===== src/rtl/motor_phase_deadtime_driver.sv =====
// Per-phase half-bridge gate command generator with dead-time insertion,
// latched fault shutdown, global enable and illegal-command flagging.
//
// state  | meaning
// OFF    | both switches off; off_cnt counts cycles spent off
// LO     | low-side switch on (nLinO=0)
// HI     | high-side switch on (HinO=1)
module motor_phase_deadtime_driver #(
   parameter int PHASES = 3,
   parameter int DT_W   = 8
) (
   input  logic                  clk,
   input  logic                  nRst,
   input  logic                  enI,
   input  logic                  faultI,
   input  logic                  faultClrI,
   input  logic [DT_W-1:0]       deadI,
   input  logic [2*PHASES-1:0]   down1_up2i,
   output logic [PHASES-1:0]     HinO,
   output logic [PHASES-1:0]     nLinO,
   output logic                  faultO,
   output logic [PHASES-1:0]     illegalO
);

   // State codes equal the command codes they serve, so a command compares directly.
   localparam logic [1:0] ST_OFF = 2'd0;
   localparam logic [1:0] ST_LO  = 2'd1;
   localparam logic [1:0] ST_HI  = 2'd2;

   logic            go;
   logic [DT_W-1:0] dead_eff;
   logic [DT_W-1:0] dead_m1;
   logic [1:0]      cmd       [PHASES];
   logic [1:0]      state     [PHASES];
   logic [1:0]      state_nxt [PHASES];
   logic [DT_W-1:0] off_cnt   [PHASES];

   assign go       = enI & ~faultI & ~faultO;
   assign dead_eff = (deadI == '0) ? DT_W'(1) : deadI;
   assign dead_m1  = dead_eff - DT_W'(1);

   always_comb begin
      for (int p = 0; p < PHASES; p++) begin
         cmd[p]       = down1_up2i[2*p +: 2];
         state_nxt[p] = state[p];
         case (state[p])
            ST_OFF: begin
               if (go && (off_cnt[p] >= dead_m1) && (cmd[p] == ST_HI || cmd[p] == ST_LO))
                  state_nxt[p] = cmd[p];
            end
            ST_HI, ST_LO: begin
               // Any departure from the current side goes through OFF first.
               if (!go || (cmd[p] != state[p]))
                  state_nxt[p] = ST_OFF;
            end
            default: state_nxt[p] = ST_OFF;
         endcase
      end
   end

   always_ff @(posedge clk or negedge nRst) begin
      if (!nRst) begin
         faultO   <= 1'b0;
         HinO     <= '0;
         nLinO    <= '1;
         illegalO <= '0;
         for (int p = 0; p < PHASES; p++) begin
            state[p]   <= ST_OFF;
            off_cnt[p] <= '0;
         end
      end else begin
         faultO <= faultI | (faultO & ~faultClrI);
         for (int p = 0; p < PHASES; p++) begin
            state[p]    <= state_nxt[p];
            HinO[p]     <= (state_nxt[p] == ST_HI);
            nLinO[p]    <= (state_nxt[p] != ST_LO);
            illegalO[p] <= (cmd[p] == 2'd3);
            if ((state_nxt[p] != ST_OFF) || (state[p] != ST_OFF))
               off_cnt[p] <= '0;
            else if (off_cnt[p] != {DT_W{1'b1}})
               off_cnt[p] <= off_cnt[p] + DT_W'(1);
         end
      end
   end

endmodule


===== config.mk =====
export PLATFORM = sky130hd
export DESIGN_NAME = motor_phase_deadtime_driver
export DESIGN_NICKNAME = d
export VERILOG_FILES = /design/src/rtl/motor_phase_deadtime_driver.sv
export SDC_FILE = /design/constraint.sdc
export NUM_CORES = 1
export LEC_CHECK = 0
export ABC_AREA = 1
export CORE_UTILIZATION = 25
export CTS_CLUSTER_DIAMETER = 60
export DETAILED_ROUTE_END_ITERATION = 8
export DONT_BUFFER_PORTS = 1
export GPL_TIMING_DRIVEN = 0
export PLACE_DENSITY = 0.45
export SETUP_SLACK_MARGIN = 0.2
export SYNTH_ARGS = -nofsm -noshare
export SYNTH_HDL_FRONTEND = slang
export SYNTH_SLANG_ARGS = --single-unit

===== constraint.sdc =====
create_clock -name clk -period 3.55 [get_ports clk]
set_input_delay 0.71 -clock clk [delete_from_list [all_inputs] [get_ports clk]]
set_output_delay 0.71 -clock clk [all_outputs]
set_load 0.02 [all_outputs]

* Word-level counts from Yosys, hierarchy flattened *
Cells that the tools add are included.

operators by class
  $add $sub $neg = 4
  order comparisons = 3
  equality and inequality tests = 27
  multiplexer cells = 16
  bitwise operators = 7
  reductions and logical operators = 32

operators with widths
  kind                   count
  $mux W8                7
  $add A8 B1 Y8 const B  3
  $eq A2 B2 Y1 const B   12
  $ge A8 B8 Y1           3
  $ne A8 B8 Y1 const B   3
  $reduce_bool A2 Y1     9
  $eq A2 B1 Y1 const B   6
  $mux W2                6
  $pmux W2 S2            3
  $logic_or A1 B1 Y1     9
  $logic_not A8 Y1       1
  $sub A8 B1 Y8 const B  1
  $logic_and A1 B1 Y1    6
  $logic_not A2 Y1       3
  $ne A2 B1 Y1 const B   3
  $ne A2 B2 Y1           3
  $reduce_or A2 Y1       3
  $and A1 B1 Y1          3
  $not A1 Y1             3
  $logic_not A1 Y1       1
  $or A1 B1 Y1           1

storage, ports and cells
  bits in registers = 40
  input port bits = 19
  output and inout bits = 10
  logic and storage cells = 99

* Longest topological paths before layout *
  word-level depth = 11
  mapped depth = 26
  depth with buffers taken out = 26

* Worst setup path after synthesis *
OpenSTA, ideal clock, no wires.

  path type = in2reg
  start point = input deadI[3]
  end point = register off_cnt[0] (netlist name)
  arrival = 2768 ps
  setup slack = 712 ps
  stages = 22
  path through = clkinv_2 nand2_2 nor2_2 nand2_2 nand2_1 inv_1 ha_1 xnor2_1 ha_1 nand2_1 nand2_1 nand2_1 nand2_1 nand2_1 nand3_1 nand2_1 nand2_2 nand2_1 a21oi_1 a21oi_2 nand2_4 nor2_2

between the ends
  longest elaborated chain between the ends = 11

RTL lines
  what                                                  line  source
  start, declared                                       17    input logic [DT_W-1:0] deadI,
  $logic_not A8 Y1                                      39    assign dead_eff = (deadI == '0) ? DT_W'(1) : deadI;
  $mux W8 (*)                                           39
  $sub A8 B1 Y8 (*)                                     40    assign dead_m1 = dead_eff - DT_W'(1);
  $ge A8 B8 Y1 (*)                                      48    if (go && (off_cnt[p] >= dead_m1) && (cmd[p] == ST_HI || cmd[p] == ST_LO))
  $logic_and A1 B1 Y1 (*) (2 in series)                 48
  $mux W2 (*)                                           48
  $pmux W2 S2 (*)                                       46    case (state[p])
  $reduce_bool A2 Y1 (*)                                78    if ((state_nxt[p] != ST_OFF) || (state[p] != ST_OFF))
  $logic_or A1 B1 Y1 (*)                                78
  $mux W8 / $reduce_bool A2 Y1 (equally long branches)  n/a
  end signal, assigned by index                         81    off_cnt[p] <= off_cnt[p] + DT_W'(1);
  end, declared                                         36    logic [DT_W-1:0] off_cnt [PHASES];

Mark *: on every way between the ends. The rest lies on a longest branch, timed or not.
A chain may end at the register's enable or synchronous reset.

* Final worst setup path *
  start point = input deadI[3]
  end point = register off_cnt[7] (netlist name)

Same word-level chain as after synthesis.

==> flow_metrics.py <==
metrics = {
    "status": {
        "status": "completed",
    },
    "cells_and_area": {
        "fin_cells": 518,
        "syn_to_final_growth_pct": 11.0,
        "final_common_cell": "nand2_1",
        "nNetsFinal": 431,
        "final_cell_mix": "nand2_1 (77), inv_1 (68), dfrtp_1 (37)",
        "final_layout_size_suffix_gt1_share_pct": 11.1,
        "finalInstanceArea_um2": 3160,
        "antenna-diode-count": 0,
        "fin_util_pct": 28.8,
    },
    "min_path": {
        "hold_class": "in2async",
    },
    "yosys": {
        "ys_warn_count": 0,
        "seq_area_frac_synth_pct": 35.3,
        "syn_area_um2": 2850,
        "synth_seq_cells": 40,
        "avgSynthCellArea_um2": 7.67,
        "synthCells": 371,
        "syn-num-nets": 424,
        "synth_cell_types": 29,
    },
    "clocking": {
        "cts_root_buffer": "clkbuf_16",
        "cts_sinks": 40,
        "cts_tree": "built",
        "cts_setup_buffers": 0,
        "cts_max_path_buffers": 2,
        "clock_latency_ns": 0.29,
        "cts_max_level": 2,
        "post_cts_resized": 0,
        "hold_buffers": 0,
        "numCtsBuffers": 5,
        "path_clk_slew_ns": 0.06,
    },
    "sta": {
        "relSlewSlack_pct": 53.3,
        "tightestPinTransition_ns": 0.695,
        "finalSetupViolCount": 0,
        "slew_viol_final": 0,
        "period_minus_slack_ns": 2.95,
        "clock_skew_ns": 0.00586,
        "hold_viol_final": 0,
        "fin_crit_sh_pct": 83.1,
        "rsz0062_at_grt": "false",
        "setup_slack_ns": 0.601,
        "timing.hold.ws_ns": 0.117,
        "fin_setup_tns_ns": 0,
        "max_freq_mhz": 339,
    },
    "place": {
        "numPortBuffers": 0,
        "placed_area_um2": 3020,
        "place.detailed.instances": 511,
        "dpl.hpwl_um": 4620,
        "gp_congestion": 0.789,
        "pre_cts_ws_ns": 0.217,
    },
    "global_route": {
        "grt_pass1_wl_um": 10100,
        "grt_pass1_vias": 2133,
        "antenna_found_initial": 0,
        "grt_usage_pct": 11.4,
        "grt_max_degree": 41,
        "gr-total-overflow": 0,
    },
    "die": {
        "die_area_um2": 11800,
        "start_util_pct": 25.9,
        "io_pins": 29,
        "die_x_um": 109,
        "die_y_um": 109,
        "placementRows": 38,
        "core_um2": 11000,
    },
    "routing": {
        "wire_per_inst_um": 11.5,
        "routed_wl_um": 5940,
        "drtAntennaViolNets": 0,
        "drc": 0,
        "first_pass_iters": 4,
        "vias_per_cell": 4.24,
        "via_count": 2198,
        "dr.first_iter.drc_count": 57,
    },
    "critical_path": {
        "start_kind": "primary input",
        "required_ns": 3.77,
        "reg2reg_to": "off_cnt[7]",
        "ff2ff_path_depth": 8,
        "r2r_slack_ns": 1.44,
        "criticalPathCategory": "in2reg",
        "reg2reg_from": "faultO",
        "critPathMaxFanout": 8,
        "cp.arrival_ns": 3.17,
        "end_kind": "flip-flop",
    },
    "pwr": {
        "p_leak_nw": 1.64,
        "p_per_area_nw_per_um2": 706,
        "ir_worst_vdd_v": 0.000253,
        "fin_total_pwr_mw": 2.23,
    },
    "job": {
        "maxCapViolCount": 0,
    },
}
-- registers in the layout, indices dropped and copies added, names as in the netlist --
| register | count |
|---|---|
| illegalO | 3 |
| faultO | 1 |
| state | 6 |
| nLinO | 3 |
| HinO | 3 |
| off_cnt | 24 |
-- Yosys cell counts --
cell	number	area (um2)
a2111oi_0	3	26.3
a21oi_1	8	40.0
a21oi_2	2	17.5
a31oi_1	1	6.26
and2_1	1	6.26
and2_2	1	7.51
clkinv_2	2	10.0
dfrtp_1	37	926
dfstp_2	3	78.8
ha_1	34	425
inv_1	68	255
inv_2	3	11.3
mux2i_1	3	30.0
nand2_1	77	289
nand2_2	11	68.8
nand2_4	1	11.3
nand3_1	25	125
nand3_2	1	10.0
nand3_4	1	17.5
nand3b_1	1	7.51
nand4_1	4	25.0
nor2_1	36	135
nor2_2	10	62.6
nor3_1	4	20.0
o21ai_0	14	70.1
o21bai_1	4	30.0
o22ai_1	3	18.8
xnor2_1	2	17.5
xor2_1	11	96.3
-- per-layer routing --
metal	vias to the layer above	part of all wire [%]	track usage, %
met5	-	0	0
met2	29	45	18.2
met3	7	2.7	2.45
li1	1183	-	-
met4	0	2.1	5.21
met1	979	50	14.6
-- where the power goes --
group / switching, mW / internal [mW] / total (mW) / leakage [nW]
clock network: 0.184 / 0.255 / 0.439 / 0.0657
registers: 0.184 / 0.631 / 0.815 / 0.516
logic: 0.593 / 0.381 / 0.974 / 1.06
-- worst max path at each step --
stage | startpoint | to | depth (start not counted) | slack [ns]
after floorplan | deadI[3] | off_cnt[0] | 22 | 0.71
after global placement | deadI[3] | off_cnt[7] | 24 | 0.21
after detailed placement | deadI[3] | off_cnt[7] | 24 | 0.22
after CTS | deadI[3] | off_cnt[13] | 24 | 0.52
after global routing | deadI[3] | off_cnt[8] | 24 | 0.24
final | deadI[3] | off_cnt[7] | 22 | 0.60
-- area by class of cell --
class / count / area, um2
clock inverter: 2 / 12.5
clock buffer: 5 / 125
inverter: 73 / 277
multi-input combinational: 258 / 1560
tap: 140 / 175
sequential: 40 / 1000
fill: 1172 / 7830
-- critical path, stage by stage --
cell and delay (ns):
clkinv_2 0.05, nand2_2 0.06, nor2_2 0.13, nand2_2 0.08, nand2_1 0.08, inv_1 0.10
ha_1 0.24, xnor2_1 0.33, ha_1 0.30, nand2_1 0.06, nand2_1 0.04, nand2_1 0.05
nand2_1 0.05, nand2_1 0.05, nand3_1 0.06, nand2_1 0.08, nand2_2 0.07, nand2_1 0.08
a21oi_1 0.09, a21oi_2 0.19, nand2_4 0.13, nor2_2 0.11
-- kinds of logic (layout without fill, tap and decap cells) --
logic type / count (synthesis) / in the layout / synth area share (%)
DFF: 40 / 40 / 35.3
AOI/OAI and AO/OA: 35 / 35 / 7.34
muxes: 3 / 3 / 1.06
buffers and inverters: 73 / 80 / 9.72
and+or+nand+nor: 173 / 173 / 27.6
adders and majority gates: 34 / 34 / 15.0
xor gates and xnor gates: 13 / 13 / 4.00
Note: power is estimated with default switching activity, not from simulation.
==> RTL change 1: new RTL, same settings <==
Register the output `illegalO` once more, without a reset; this adds one clock of latency there. The other outputs are not delayed to match.
--- a/src/rtl/motor_phase_deadtime_driver.sv
+++ b/src/rtl/motor_phase_deadtime_driver.sv
@@ -26,6 +26,8 @@
    localparam logic [1:0] ST_OFF = 2'd0;
    localparam logic [1:0] ST_LO  = 2'd1;
    localparam logic [1:0] ST_HI  = 2'd2;
+
+   logic [PHASES-1:0] illegalO_s0;
 
    logic            go;
    logic [DT_W-1:0] dead_eff;
@@ -63,7 +65,7 @@
          faultO   <= 1'b0;
          HinO     <= '0;
          nLinO    <= '1;
-         illegalO <= '0;
+         illegalO_s0 <= '0;
          for (int p = 0; p < PHASES; p++) begin
             state[p]   <= ST_OFF;
             off_cnt[p] <= '0;
@@ -74,7 +76,7 @@
             state[p]    <= state_nxt[p];
             HinO[p]     <= (state_nxt[p] == ST_HI);
             nLinO[p]    <= (state_nxt[p] != ST_LO);
-            illegalO[p] <= (cmd[p] == 2'd3);
+            illegalO_s0[p] <= (cmd[p] == 2'd3);
             if ((state_nxt[p] != ST_OFF) || (state[p] != ST_OFF))
                off_cnt[p] <= '0;
             else if (off_cnt[p] != {DT_W{1'b1}})
@@ -83,5 +85,9 @@
       end
    end
 
+   always_ff @(posedge clk) begin
+      illegalO <= illegalO_s0;
+   end
+
 endmodule
 
Behaviour: not the same (a bounded check fails within 4 cycles, from zero or initial values and one cycle with nRst low).
==> RTL change 1 against the unedited design <==
- power rose by 5.1%
- utilization fell by 0.31 points
- clock power barely moved
- hold slack got worse by 0.00099 ns
- cell count rose by 3.1%
- cell area rose by 3.3%
- register-to-register slack improved by 0.02 ns
- setup slack improved by 0.011 ns
- sequential cell count rose by 3
- synthesized area rose by 3.5%
- count of clock-buffer cells in the layout rose by 2
- routed wire length fell by 0.42%
- critical path type unchanged
- via count rose by 3.5%
==> RTL change 1: results <==
set metrics [dict create \
    holdWs_ns 0.116 \
    grt_max_degree 41 \
    drt_iter0_markers 86 \
    r2r-start "off_cnt[0]$_DFFE_PN0P_" \
    power.leakage_nw 1.70 \
    status "complete, no violations" \
    syn_avg_cell_area_um2 7.69 \
    cts_resized 0 \
    syn-num-nets 436 \
    setup_tns_ns 0 \
    rr_worst_depth 15 \
    via_per_inst 4.26 \
    ys_warn_count 0 \
    dpl_cell_area_um2 3120 \
    synthDistinctLibCells 27 \
    critical_path.top_delay_family "simple AND/OR/NAND/NOR gates" \
    hpwlAfterDp_mm 4.70 \
    track_usage_pct 10.6 \
    ys.flop_type "dfrtp_1" \
    cp_max_fo 8 \
    cpPeakStageDelay_ns 0.32 \
    antenna_found_initial 0 \
    ir_drop_mv 0.327 \
    worst_clock_skew_ns 0.00355 \
    worstSetupStartpoint "deadI[3]" \
    routedWlPerCell_um 11.1 \
    synth_area_leaders "dfrtp_1 31%, ha_1 14%, nand2_1 9.8%" \
    synth_commonest_cells "77 x nand2_1, 72 x inv_1, 38 x nor2_1" \
    min_period_ns 2.94 \
    worst_slew_pin_slew_ns 0.575 \
    ys_seq_area_share_pct 36.2 \
    endpoint "off_cnt[6]$_DFFE_PN0P_" \
    pre_cts_slack_ns 0.246 \
    grt_pass1_wl_mm 10.5 \
    gp_congestion 0.793 \
    worstPathArrival_ns 3.16 \
    r2r-end "off_cnt[4]$_DFFE_PN0P_" \
    postCtsSetupRepairBufs 0 \
    regToRegSetupSlack_ns 1.46 \
    final_layout_size_suffix_gt1_share_pct 11.5 \
    grt_pass1_vias 2250 \
    stdcell_count 534 \
    async_reset_ff_share_pct 93.0 \
    synth_top_area_share_pct 31.4 \
]
[RTL change 1: cell types whose count changed in the layout (fill, tap and decap cells not counted), sizes merged, moves of 3 or more]
cell | unedited run | this run
inv | 71 | 74
nand2 | 89 | 92
nor3 | 4 | 0
nand3 | 27 | 33
dfxtp | 0 | 3
[RTL change 1: cell families (layout without fill, tap and decap cells)]
family                     count (synthesis)  after routing  synth area share, %
adders and majority gates                 34             34                 14.4
DFF                                       43             43                 36.2
buffers and inverters                     77             85                 9.94
muxes                                      5              5                 1.70
AOI/OAI and AO/OA                         33             33                 6.71
xor gates and xnor gates                  11             11                 3.27
and+or+nand+nor                          180            180                 27.8
[RTL change 1: area by class of cell]
class                      count  area [µm²]
clock buffer                   7         133
inverter                      77         293
tap                          143         179
multi-input combinational    263        1590
clock inverter                 1        5.00
sequential                    43        1060
fill                        1242        8210
[RTL change 1: how the worst min path moves through the flow]
stage	end	depth (start not counted)
2_1_floorplan	illegalO[0]$_DFF_P_	0
3_3_place_gp	illegalO[2]$_DFF_P_	0
3_5_place_dp	illegalO[2]$_DFF_P_	0
4_1_cts	off_cnt[8]$_DFFE_PN0P_	0
5_1_grt	off_cnt[8]$_DFFE_PN0P_	0
6_report	off_cnt[8]$_DFFE_PN0P_	0
[RTL change 1: routing by layer]
metal | track usage, % | wire, µm
met5 | 0 | 0
met4 | 3.20 | 82
met3 | 2.96 | 257
met2 | 17.2 | 2660
met1 | 13.5 | 2920
[RTL change 1: where the power goes]
group | internal, mW | switching [mW] | total, mW | leakage [nW]
Clock | 0.260 | 0.178 | 0.438 | 0.0679
Sequential | 0.679 | 0.216 | 0.895 | 0.543
Combinational | 0.390 | 0.620 | 1.01 | 1.09
==> RTL change 2: new RTL, config.mk and constraints unchanged <==
Made on the original files. Set the parameter `DT_W` to 12 (it was 8).
--- a/src/rtl/motor_phase_deadtime_driver.sv
+++ b/src/rtl/motor_phase_deadtime_driver.sv
@@ -7,7 +7,7 @@
 // HI     | high-side switch on (HinO=1)
 module motor_phase_deadtime_driver #(
    parameter int PHASES = 3,
-   parameter int DT_W   = 8
+   parameter int DT_W   = 12
 ) (
    input  logic                  clk,
    input  logic                  nRst,
Interface: changed (resized deadI); port bits go from 29 to 33. No check against the original RTL was run, so the function may have changed too.
==> RTL change 2 against the unedited design <==
- critical path depth grew 5
- power grew 6.0%
- critical endpoint is now off_cnt[11]$_DFFE_PN0P_
- routed wire length grew 55%
- sequential power grew 8.3%
- clock skew shrank 0.0014 ns
- combinational power grew 2%
- critical path type unchanged
- setup slack lost 0.32 ns
- sequential cell count grew 12
- first-iteration DRC count grew 56%
- hold slack lost 0.012 ns
- largest cell class unchanged
- cell area grew 54%
- synthesized area grew 36%
==> RTL change 2: results <==
set metrics [dict create \
    hp-class "in -> async" \
    grt_pass1_wl_mm 15.2 \
    drt_iter0_markers 89 \
    fillers 1539 \
    grtUsageMet1_pct 15.3 \
    netlist_instances 496 \
    synthMuxAreaShare_pct 0.774 \
    synth_compound_area_share_pct 4.19 \
    comb.multi_input.count 367 \
    track_usage_pct 12.0 \
    reg_top3 "off_cnt: 36 flops, state: 6 flops" \
    grt_pass1_vias 3188 \
    worst_slew_pin_slew_ns 0.614 \
    worst_clock_skew_ns 0.00446 \
    cp_slowest_cell "or2_4" \
    worstSetupStartpoint "deadI[5]" \
    synthDistinctLibCells 31 \
    endpoint "off_cnt[11]$_DFFE_PN0P_" \
    use_met3_pct 2.36 \
    buf_share_pct 6.62 \
    routedWlPerCell_um 12.8 \
    syn-num-nets 565 \
    nNonClkBuffers 30 \
    gp_congestion 0.753 \
    final_layout_size_suffix_gt1_share_pct 24.1 \
    final_nets 599 \
    ys_seq_area_share_pct 33.7 \
    p_seq_mw 0.883 \
    ys_ff_latch 52 \
    p_clk_share_pct 20.7 \
    clkbuf_count 6 \
    grt_max_degree 53 \
    setup_ws_ns 0.281 \
    status "complete, no violations" \
    clkCellAreaFrac_pct 2.91 \
    synth-xor-area-share_pct 7.00 \
    inverters 74 \
    rr_worst_depth 21 \
    stdcell_count 719 \
    seqCellArea_um2 1310 \
    pre_cts_slack_ns -0.428 \
    syn2layout_area_growth_pct 25.2 \
    worstPathArrival_ns 3.50 \
    cp_max_fo 5 \
    grt.met2_usage_pct 21.1 \
    dp.cells 684 \
    cpPeakStageDelay_ns 0.25 \
    ys.flop_type "dfrtp_1" \
    ir_drop_mv 0.227 \
    dpl_cell_area_um2 4110 \
    synth_commonest_cells "106 x nand2_1, 72 x inv_1, 49 x dfrtp_1, 49 x nor2_1, 46 x ha_1" \
    via_per_inst 4.42 \
    regToRegSetupSlack_ns 1.23 \
    r2r-start "off_cnt[12]$_DFFE_PN0P_" \
    synth_area_leaders "dfrtp_1 32%, ha_1 15%, nand2_1 10%" \
    die_area_um2 16000 \
    synthAdderAreaFrac_pct 14.8 \
    hpwlAfterDp_mm 6.80 \
]
==> RTL change 2: cell types whose count changed after synthesis, moves of 10 or more <==
cell,unedited run,this run
nor2_1,36,49
xor2_1,11,21
ha_1,34,46
nand2_1,77,106
dfrtp_1,37,49
nor2_2,10,33
==> RTL change 2: metal layers <==
| metal | vias to the layer above | wire length, µm | part of all wire (%) |
|---|---|---|---|
| met3 | 7 | 231 | 2.5 |
| met1 | 1505 | 4430 | 48 |
| met2 | 28 | 4480 | 49 |
| met4 | 0 | 70 | 0.76 |
| met5 | - | 0 | 0 |
| li1 | 1639 | - | - |
==> RTL change 2: timing repair <==
item | in CTS | in global routing
buffers inserted | 15 | 9
resized for setup | 31 | 36
pin swaps | 15 | 31
cloned | 2 | 1
endpoints found under the setup margin | 37 | 36
